**src/rtl/pc_fetch_ctrl.sv**
```systemverilog
// Instruction fetch controller: owns F_PC, issues one imem request per instruction
// and hands F_PC/F_instr to decode. Optional fetch address check via FETCH_ADEL_CHECK_EN.
module pc_fetch_ctrl #(
    parameter logic [31:0] RESET_PC   = 32'h0000_3000,
    parameter logic [31:0] EXC_VECTOR = 32'h0000_4180
) (
    input  logic        clk,
    input  logic        reset,
    input  logic [31:0] next_pc,
    input  logic        stall,
    input  logic        exc_req,
    output logic        imem_req,
    output logic [31:0] imem_addr,
    input  logic        imem_ack,
    input  logic [31:0] imem_rdata,
    output logic [31:0] F_PC,
    output logic [31:0] F_instr,
    output logic        F_valid,
    output logic        F_exc_adel
);

    typedef enum logic [1:0] {
        IDLE  = 2'd0,
        FETCH = 2'd1,
        READY = 2'd2,
        DRAIN = 2'd3
    } state_t;

    state_t      r_state;
    state_t      w_state_next;
    logic [31:0] r_pc;
    logic [31:0] w_pc_next;
    logic [31:0] r_instr;
    logic [31:0] w_instr_next;
    logic        r_adel;
    logic        w_adel_next;
    logic        w_adel_err;

`ifdef FETCH_ADEL_CHECK_EN
    assign w_adel_err = (r_pc[1:0] != 2'b00) || (r_pc < 32'h0000_3000) || (r_pc > 32'h0000_6FFC);
`else
    assign w_adel_err = 1'b0;
`endif

    always_ff @(posedge clk or negedge reset) begin
        if (!reset) begin
            r_state <= IDLE;
            r_pc    <= RESET_PC;
            r_instr <= 32'h0;
            r_adel  <= 1'b0;
        end else begin
            r_state <= w_state_next;
            r_pc    <= w_pc_next;
            r_instr <= w_instr_next;
            r_adel  <= w_adel_next;
        end
    end

    always_comb begin
        w_state_next = r_state;
        w_pc_next    = r_pc;
        w_instr_next = r_instr;
        w_adel_next  = r_adel;
        case (r_state)
            IDLE: begin
                w_state_next = FETCH;
            end
            FETCH: begin
                if (exc_req) begin
                    // A request still in flight must complete before the redirect.
                    if (imem_ack || w_adel_err) begin
                        w_pc_next = EXC_VECTOR;
                    end else begin
                        w_state_next = DRAIN;
                    end
                end else if (w_adel_err) begin
                    w_instr_next = 32'h0;
                    w_adel_next  = 1'b1;
                    w_state_next = READY;
                end else if (imem_ack) begin
                    w_instr_next = imem_rdata;
                    w_adel_next  = 1'b0;
                    w_state_next = READY;
                end
            end
            DRAIN: begin
                if (imem_ack) begin
                    w_pc_next    = EXC_VECTOR;
                    w_state_next = FETCH;
                end
            end
            READY: begin
                if (exc_req) begin
                    w_pc_next    = EXC_VECTOR;
                    w_state_next = FETCH;
                end else if (!stall) begin
                    w_pc_next    = next_pc;
                    w_state_next = FETCH;
                end
            end
            default: begin
                w_state_next = IDLE;
            end
        endcase
    end

    assign imem_req   = ((r_state == FETCH) && !w_adel_err) || (r_state == DRAIN);
    assign imem_addr  = r_pc;
    assign F_PC       = r_pc;
    assign F_instr    = r_instr;
    assign F_valid    = (r_state == READY);
    assign F_exc_adel = r_adel;

endmodule
```
**config.mk**
```make
export PLATFORM = sky130hd
export DESIGN_NAME = pc_fetch_ctrl
export DESIGN_NICKNAME = d
export VERILOG_FILES = /design/src/rtl/pc_fetch_ctrl.sv
export SDC_FILE = /design/constraint.sdc
export NUM_CORES = 1
export LEC_CHECK = 0
export CAP_MARGIN = 20
export CORE_MARGIN = 2
export CORE_UTILIZATION = 35
export CTS_BUF_LIST = sky130_fd_sc_hd__clkbuf_8
export CTS_CLUSTER_DIAMETER = 80
export DETAILED_ROUTE_END_ITERATION = 6
export PLACE_DENSITY = 0.7
export SLEW_MARGIN = 30
export SYNTH_ARGS = -nofsm -noshare
export SYNTH_HDL_FRONTEND = slang
export SYNTH_SLANG_ARGS = --single-unit
```
**constraint.sdc**
```tcl
create_clock -name clk -period 4.4 [get_ports clk]
set_clock_uncertainty 0.05 [all_clocks]
set_input_delay 0.66 -clock clk [delete_from_list [all_inputs] [get_ports clk]]
set_output_delay 0.66 -clock clk [all_outputs]
set_load 0.02 [all_outputs]
```
==> results.md, run 1 <==
* Status: complete, no violations
* Core Footprint at 8680 µm²
* Final Instance Area at 4780 µm²
* Final Setup Violations at 0
* HPWL after detailed placement at 5.51 mm
* CTS Buf Count at 9
* Yosys top cell area share at 51.3%
* Cell leakage power at 1.91 nW
* Switching power total at 0.000672 W
* RSZ-0062 raised after global routing: no
* Least-Margin Pin Slew at 760 ps
* Layout cells sized above 1 at 15.3%
* Final Max Tran Viols at 0
* Yosys cell types at 28
* Starting Density at 36.0%
* Drt drc at 0
* Pwr Density at 426 nW/µm²
* Num rows at 34
* Fin Hold WS at 340 ps
* Detailed router's first-iteration violation count at 99
* Crit path kind: flop to output port
* Vias per cell at 4.63
* Post-DP Area at 4600 µm²
* Worst-Skew Late Latency at 330 ps
* Cells after synthesis at 253
* Buf/Inv on CP at 1
* Worst Path Required at 3690 ps
* FF+latch area at 1650 µm²
* Die ar. at 9700 µm²
* Internal power at 0.00137 W
* Clock root cell: clkbuf_8
* Hold Path Class: input pin to asynchronous set/reset pin
* Fin crit share at 56.0%
* Post-synthesis cell area at 3120 µm²
* Largest net degree at the start of global routing at 35
* Vias at 2312
* Height of the die at 98.5 µm
* Initial antenna violation count at 0
* IO Pins at 168
* First-pass GRT wire length at 12.4 mm
* Total wire length at 7.67 mm
* Max transition margin at 49.4%
* Drt pass-1 iters at 5
* Post-CTS Setup Inserts at 0
* Die Width at 98.5 µm
* Crit path cell chain: and2b_2 > clkdlybuf4s50_1
* Fin util at 55.1%
* Flop pwr share at 39.8%
* # hold bufs at CTS at 0
* Area of the multi-input gates at 1010 µm²
* Top cells by area, synth: dfrtp_1, mux2_4, buf_4, a22oi_1, o21ai_1
* Slowest stage delay, CP at 620 ps
* Crit Path Max Fanout at 9
* Wirelength per Cell at 15.4 µm
* Clock network fraction of design power at 22.3%
* CTS tree: built
* FF-to-FF setup slack at 2510 ps
* Tmin final at 2470 ps
* Total global routing track utilization at 16.1%
* IO buf count at 166
* Switching Share at 33.0%
* Final Hold Vio Count at 0
* # clock sinks at 66
* Crit. End Element: output port
* Cell type with the largest total area after synthesis: dfrtp_1
* ANT cells at 0
* Syn_nets at 322
* Clk buf depth at 2
* Worst r2r dst: F_instr[11]
* H-tree Lvls at 3
* #FFs+latches synth at 66
* Number of global-route vias before repair at 2387
* Seq/Total Area, Yosys at 52.9%
* Worst vdd ir at 0.175 mV
* Cell at the slowest stage of the critical path: clkdlybuf4s50_1
* Clock-pin slew of the registers on the worst-case setup and hold paths at 80 ps
* Reg-to-Reg Start: r_state[0]
* Total negative slack at 0 ps
* Ys Warns at 0
* Total congestion overflow after global routing at 0
* Largest delay contributor family on the critical path: buffers and inverters
* R2r worst-path depth at 2
* Placer Congestion at 0.706
* Syn_area_per_cell at 12.3 µm²
* Detail Route Antenna Nets at 0
* Area grow syn2layout at 53.0%
* Arr. time, crit path at 1760 ps
* FILL cells at 759
* Logic pwr share at 37.8%
* F_max at 0.406 GHz
* Maxcap violations at 0
* Post-cts repair resize count at 0
* Nets@finish at 455
* Crit start category: flop
stage by stage:
step | setup WS, ps | std cells | total power (W)
2_1_floorplan | 2580 | 253 | 0.00123
3_3_place_gp | 1520 | 483 | 0.00159
3_5_place_dp | 1780 | 483 | 0.00160
4_1_cts | 1910 | 499 | 0.00207
5_1_grt | 1860 | 499 | 0.00214
6_report | 1930 | 499 | 0.00204
cells by family (layout without fill, tap and decap cells):
logic type / Yosys count / after routing / share of synthesized area [%]
multiplexers: 34 / 34 / 15.7
buffers and inverters: 79 / 217 / 15.3
flip-flops: 66 / 66 / 52.9
AND/OR/NAND/NOR: 6 / 6 / 1.92
AO/OA/AOI/OAI: 67 / 67 / 14.1
other: 1 / 1 / 0.120
power by group through the flow:
stage	registers [W]	logic, W	clock network (W)
after floorplan	0.000953	0.000280	0
after global placement	0.000821	0.000766	0
after detailed placement	0.000821	0.000779	0
after CTS	0.000814	0.000780	0.000474
after global routing	0.000831	0.000813	0.000501
final	0.000812	0.000771	0.000455
worst max-delay path by stage:
| stage | start | endpoint | slack, ps | cells after the start |
|---|---|---|---|---|
| final | r_state[0] | F_valid | 1930 | 2 |
| after global routing | r_state[0] | F_valid | 1860 | 2 |
| after CTS | r_state[0] | F_valid | 1910 | 2 |
| after detailed placement | exc_req | F_instr[13] | 1780 | 3 |
| after global placement | exc_req | F_instr[11] | 1520 | 3 |
| after floorplan | r_state[0] | imem_req | 2580 | 2 |
per-layer routing:
layer	part of all wire, %	GRT usage (%)	vias up
li1	-	-	1100
met1	43	20.7	1108
met2	48	26.1	96
met3	7.6	5.04	8
met4	0.90	4.74	0
met5	0	0	-
sequential cells by signal (all words and copies together), names as in the netlist:
signal	cells
F_PC	32
F_instr	32
r_state	2
cells in the mapped netlist:
master         number
nand2_1             1
nor4b_2             1
inv_1              31
o21a_1              3
buf_1               1
mux2i_1             1
mux2_1              3
mux2_4             29
and4bb_1            1
dfrtp_1            64
o21ai_0             2
a22oi_1            29
mux2_2              1
a21o_1              1
dlygate4sd3_1       1
dfstp_2             2
o22a_1              3
conb_1              1
buf_2               4
o211ai_1            1
or4b_4              1
nand2b_1            1
clkbuf_1            2
a31oi_2             1
buf_4              35
and2b_2             1
o21ai_1            27
buf_6               5
area by class of cell:
cell class              instances  share of cell area (%)
clock buffers                   9                    2.59
clock inverters                 7                    1.13
flip-flops and latches         66                    34.6
inverters                      31                    2.43
repair buffers                170                    35.3
well taps                     108                    2.83
multi-input cells             108                    21.1
cell usage in the layout (no fill, tap or decap), drive strengths merged, types with 3 or more instances in the layout:
| master | instances |
|---|---|
| clkdlybuf4s50 | 165 |
| dfrtp | 64 |
| inv | 33 |
| mux2 | 33 |
| a22oi | 29 |
| o21ai | 29 |
| clkbuf | 9 |
| buf | 5 |
| o22a | 3 |
| o21a | 3 |
| clkinvlp | 3 |
(Power assumes the default switching activity.)
==> run 2: changes to the inputs <==
--- a/config.mk
+++ b/config.mk
@@ -11,7 +11,7 @@
 export CTS_BUF_LIST = sky130_fd_sc_hd__clkbuf_8
 export CTS_CLUSTER_DIAMETER = 80
 export DETAILED_ROUTE_END_ITERATION = 6
-export PLACE_DENSITY = 0.7
+export PLACE_DENSITY = 0.73
 export SLEW_MARGIN = 30
 export SYNTH_ARGS = -nofsm -noshare
 export SYNTH_HDL_FRONTEND = slang
==> constraint.sdc (replaced) <==
create_clock -name clk -period 2.07 [get_ports clk]
set_clock_uncertainty 0.05 [all_clocks]
set_input_delay 0.3105 -clock clk [delete_from_list [all_inputs] [get_ports clk]]
set_output_delay 0.3105 -clock clk [all_outputs]
set_load 0.02 [all_outputs]
==> results.md, run 2 (synthesis results as in run 1) <==
* Placer Congestion at 0.755 (was 0.706)
* Total wire length at 7.79 mm (was 7.67 mm)
* Number of global-route vias before repair at 2436 (was 2387)
* Drt drc at 0 (unchanged)
* First-pass GRT wire length at 12.8 mm (was 12.4 mm)
* Worst-Skew Late Latency at 330 ps (about the same)
* Area grow syn2layout at 56.3% (was 53.0%)
* Fin Hold WS at 440 ps (was 340 ps)
* Crit start category: flop (unchanged)
* Arr. time, crit path at 1580 ps (was 1760 ps)
* Slowest stage delay, CP at 610 ps (was 620 ps)
* ANT cells at 0 (unchanged)
* Total congestion overflow after global routing at 0 (unchanged)
* Crit. End Element: output port (unchanged)
* IO buf count at 166 (unchanged)
* Cell at the slowest stage of the critical path: clkdlybuf4s50_1 (unchanged)
* Starting Density at 36.0% (unchanged)
* Most common cell after layout, fill and taps aside: clkdlybuf4s50_1 (unchanged)
* Detailed router's first-iteration violation count at 78 (was 99)
* Core Footprint at 8680 µm² (unchanged)
* H-tree Lvls at 3 (unchanged)
* Final Max Tran Viols at 0 (unchanged)
* Initial antenna violation count at 0 (unchanged)
* Wirelength per Cell at 15.4 µm (about the same)
* Commonest non-fill, non-tap cells in the layout: clkdlybuf4s50_1, dfrtp_1, inv_1 (unchanged)
* Detail Route Antenna Nets at 0 (unchanged)
* Crit path cell chain: and2b_2 > clkdlybuf4s50_1 (unchanged)
* Hold path cells at 1
* Worst r2r dst: F_instr[12] (was F_instr[11])
* Crit path kind: flop to output port (unchanged)
* Final Setup Violations at 0 (unchanged)
* Final Instance Area at 4880 µm² (was 4780 µm²)
* Die Width at 98.5 µm (unchanged)
* Clk buf depth at 2 (unchanged)
* R2r worst-path depth at 3 (was 2)
* Num rows at 34 (unchanged)
* Worst Setup Slack, final at 125 ps (was 1930 ps)
* Crit Path Max Fanout at 8 (was 9)
* FF-to-FF setup slack at 510 ps (was 2510 ps)
* Hold Path Sink: F_instr[13]
* HPWL after detailed placement at 5.73 mm (was 5.51 mm)
* CTS Buf Count at 9 (unchanged)
* Height of the die at 98.5 µm (unchanged)
* Post-route non-filler standard cell count at 506 (was 499)
* CTS tree: built (unchanged)
* HP Start: F_instr[13]
* Maxcap violations at 0 (unchanged)
* Pwr Density at 919 nW/µm² (was 426 nW/µm²)
* Post-DP Area at 4670 µm² (was 4600 µm²)
* Clock-pin slew of the registers on the worst-case setup and hold paths at 70 ps (was 80 ps)
* F_max at 0.514 GHz
* IO Pins at 168 (unchanged)
* DP Worst Slack at 63.9 ps (was 1780 ps)
* RSZ-0062 raised after global routing: no (unchanged)
* Vias per cell at 4.66 (was 4.63)
* Largest net degree at the start of global routing at 67 (was 35)
* Final Hold Vio Count at 0 (unchanged)
* Tmin final at 1950 ps
* Worst Path Required at 1710 ps (was 3690 ps)
* Reg-to-Reg Start: r_state[1] (was r_state[0])
* Die ar. at 9700 µm² (unchanged)
* Status: complete, no violations (unchanged)
* Vias at 2356 (was 2312)
* Total negative slack at 0 ps (unchanged)
* Worst vdd ir at 0.330 mV (was 0.175 mV)
* Total global routing track utilization at 16.5% (was 16.1%)
* Cell leakage power at 1.97 nW (was 1.91 nW)
* Hold Path Class: flop to flop (was input pin to asynchronous set/reset pin)
* Fin crit share at 94.0%
* Placed cells at 489 (was 483)
* Layout cells sized above 1 at 16.1% (was 15.3%)
* Drt pass-1 iters at 4 (was 5)
* # clock sinks at 66 (unchanged)
* Clock root cell: clkbuf_8 (unchanged)
* Nets@finish at 462 (was 455)
run 2: changes by cell type in the layout (fill, tap and decap cells not counted), sizes merged:
cell / previous run / this run
buf: 5 / 11
clkinvlp: 3 / 2
clkinv: 2 / 1
clkbuf: 9 / 11
inv: 33 / 32
bufinv: 0 / 1
dlygate4sd3: 0 / 1
run 2: worst max path at each step:
stage / slack [ps] / cells past startpoint / end / startpoint
CTS: 90 / 2 / F_valid / r_state[1]
global route: 30 / 2 / F_valid / r_state[1]
floorplan: 600 / 2 / imem_req / r_state[0]
detailed placement: 60 / 4 / F_instr[11] / exc_req
finish: 120 / 2 / F_valid / r_state[1]
global placement: 110 / 4 / F_instr[11] / exc_req
run 2: cell type report:
type | count | area [µm²]
repair buffers | 177 | 1770
clock inverters | 5 | 53.8
inverters | 31 | 116
flip-flops and latches | 66 | 1650
clock buffers | 11 | 151
well taps | 108 | 135
fillers | 743 | 3790
multi-input cells | 108 | 1010
run 2: metal layers:
| layer | global-route usage, % | share of wire (%) |
|---|---|---|
| met1 | 22.0 | 43 |
| met5 | 0 | 0 |
| met3 | 5.11 | 7.7 |
| met2 | 25.2 | 47 |
| met4 | 6.53 | 1.6 |
run 2: power by group:
| group | internal [W] | leakage (nW) | switching, W | total [W] |
|---|---|---|---|---|
| combinational | 0.000937 | 1.05 | 0.000729 | 0.00167 |
| clock | 0.000616 | 0.103 | 0.000482 | 0.00110 |
| sequential | 0.00154 | 0.820 | 0.000183 | 0.00173 |
| total | 0.00310 | 1.97 | 0.00139 | 0.00449 |
run 2: worst max-delay path, delay by kind of cell (launching register included):
kind	cells	cell delay (ps)
simple gates	1	200
flops	1	460
buf+inv	1	610
run 2: through the flow:
| stage | total power [W] | util [%] |
|---|---|---|
| after detailed placement | 0.00342 | 53.8 |
| after floorplan | 0.00262 | - |
| final | 0.00449 | 56.3 |
| after global routing | 0.00472 | 56.3 |
| after global placement | 0.00339 | 53.8 |
| after CTS | 0.00455 | 56.3 |
run 2: timing repair:
item / in CTS / in global routing
buffers inserted: 0 / 0
hold buffers: 1 / 0
setup endpoints to repair: 0 / 0
endpoints found under the hold margin: 64 / 0
resized for setup: 0 / 0
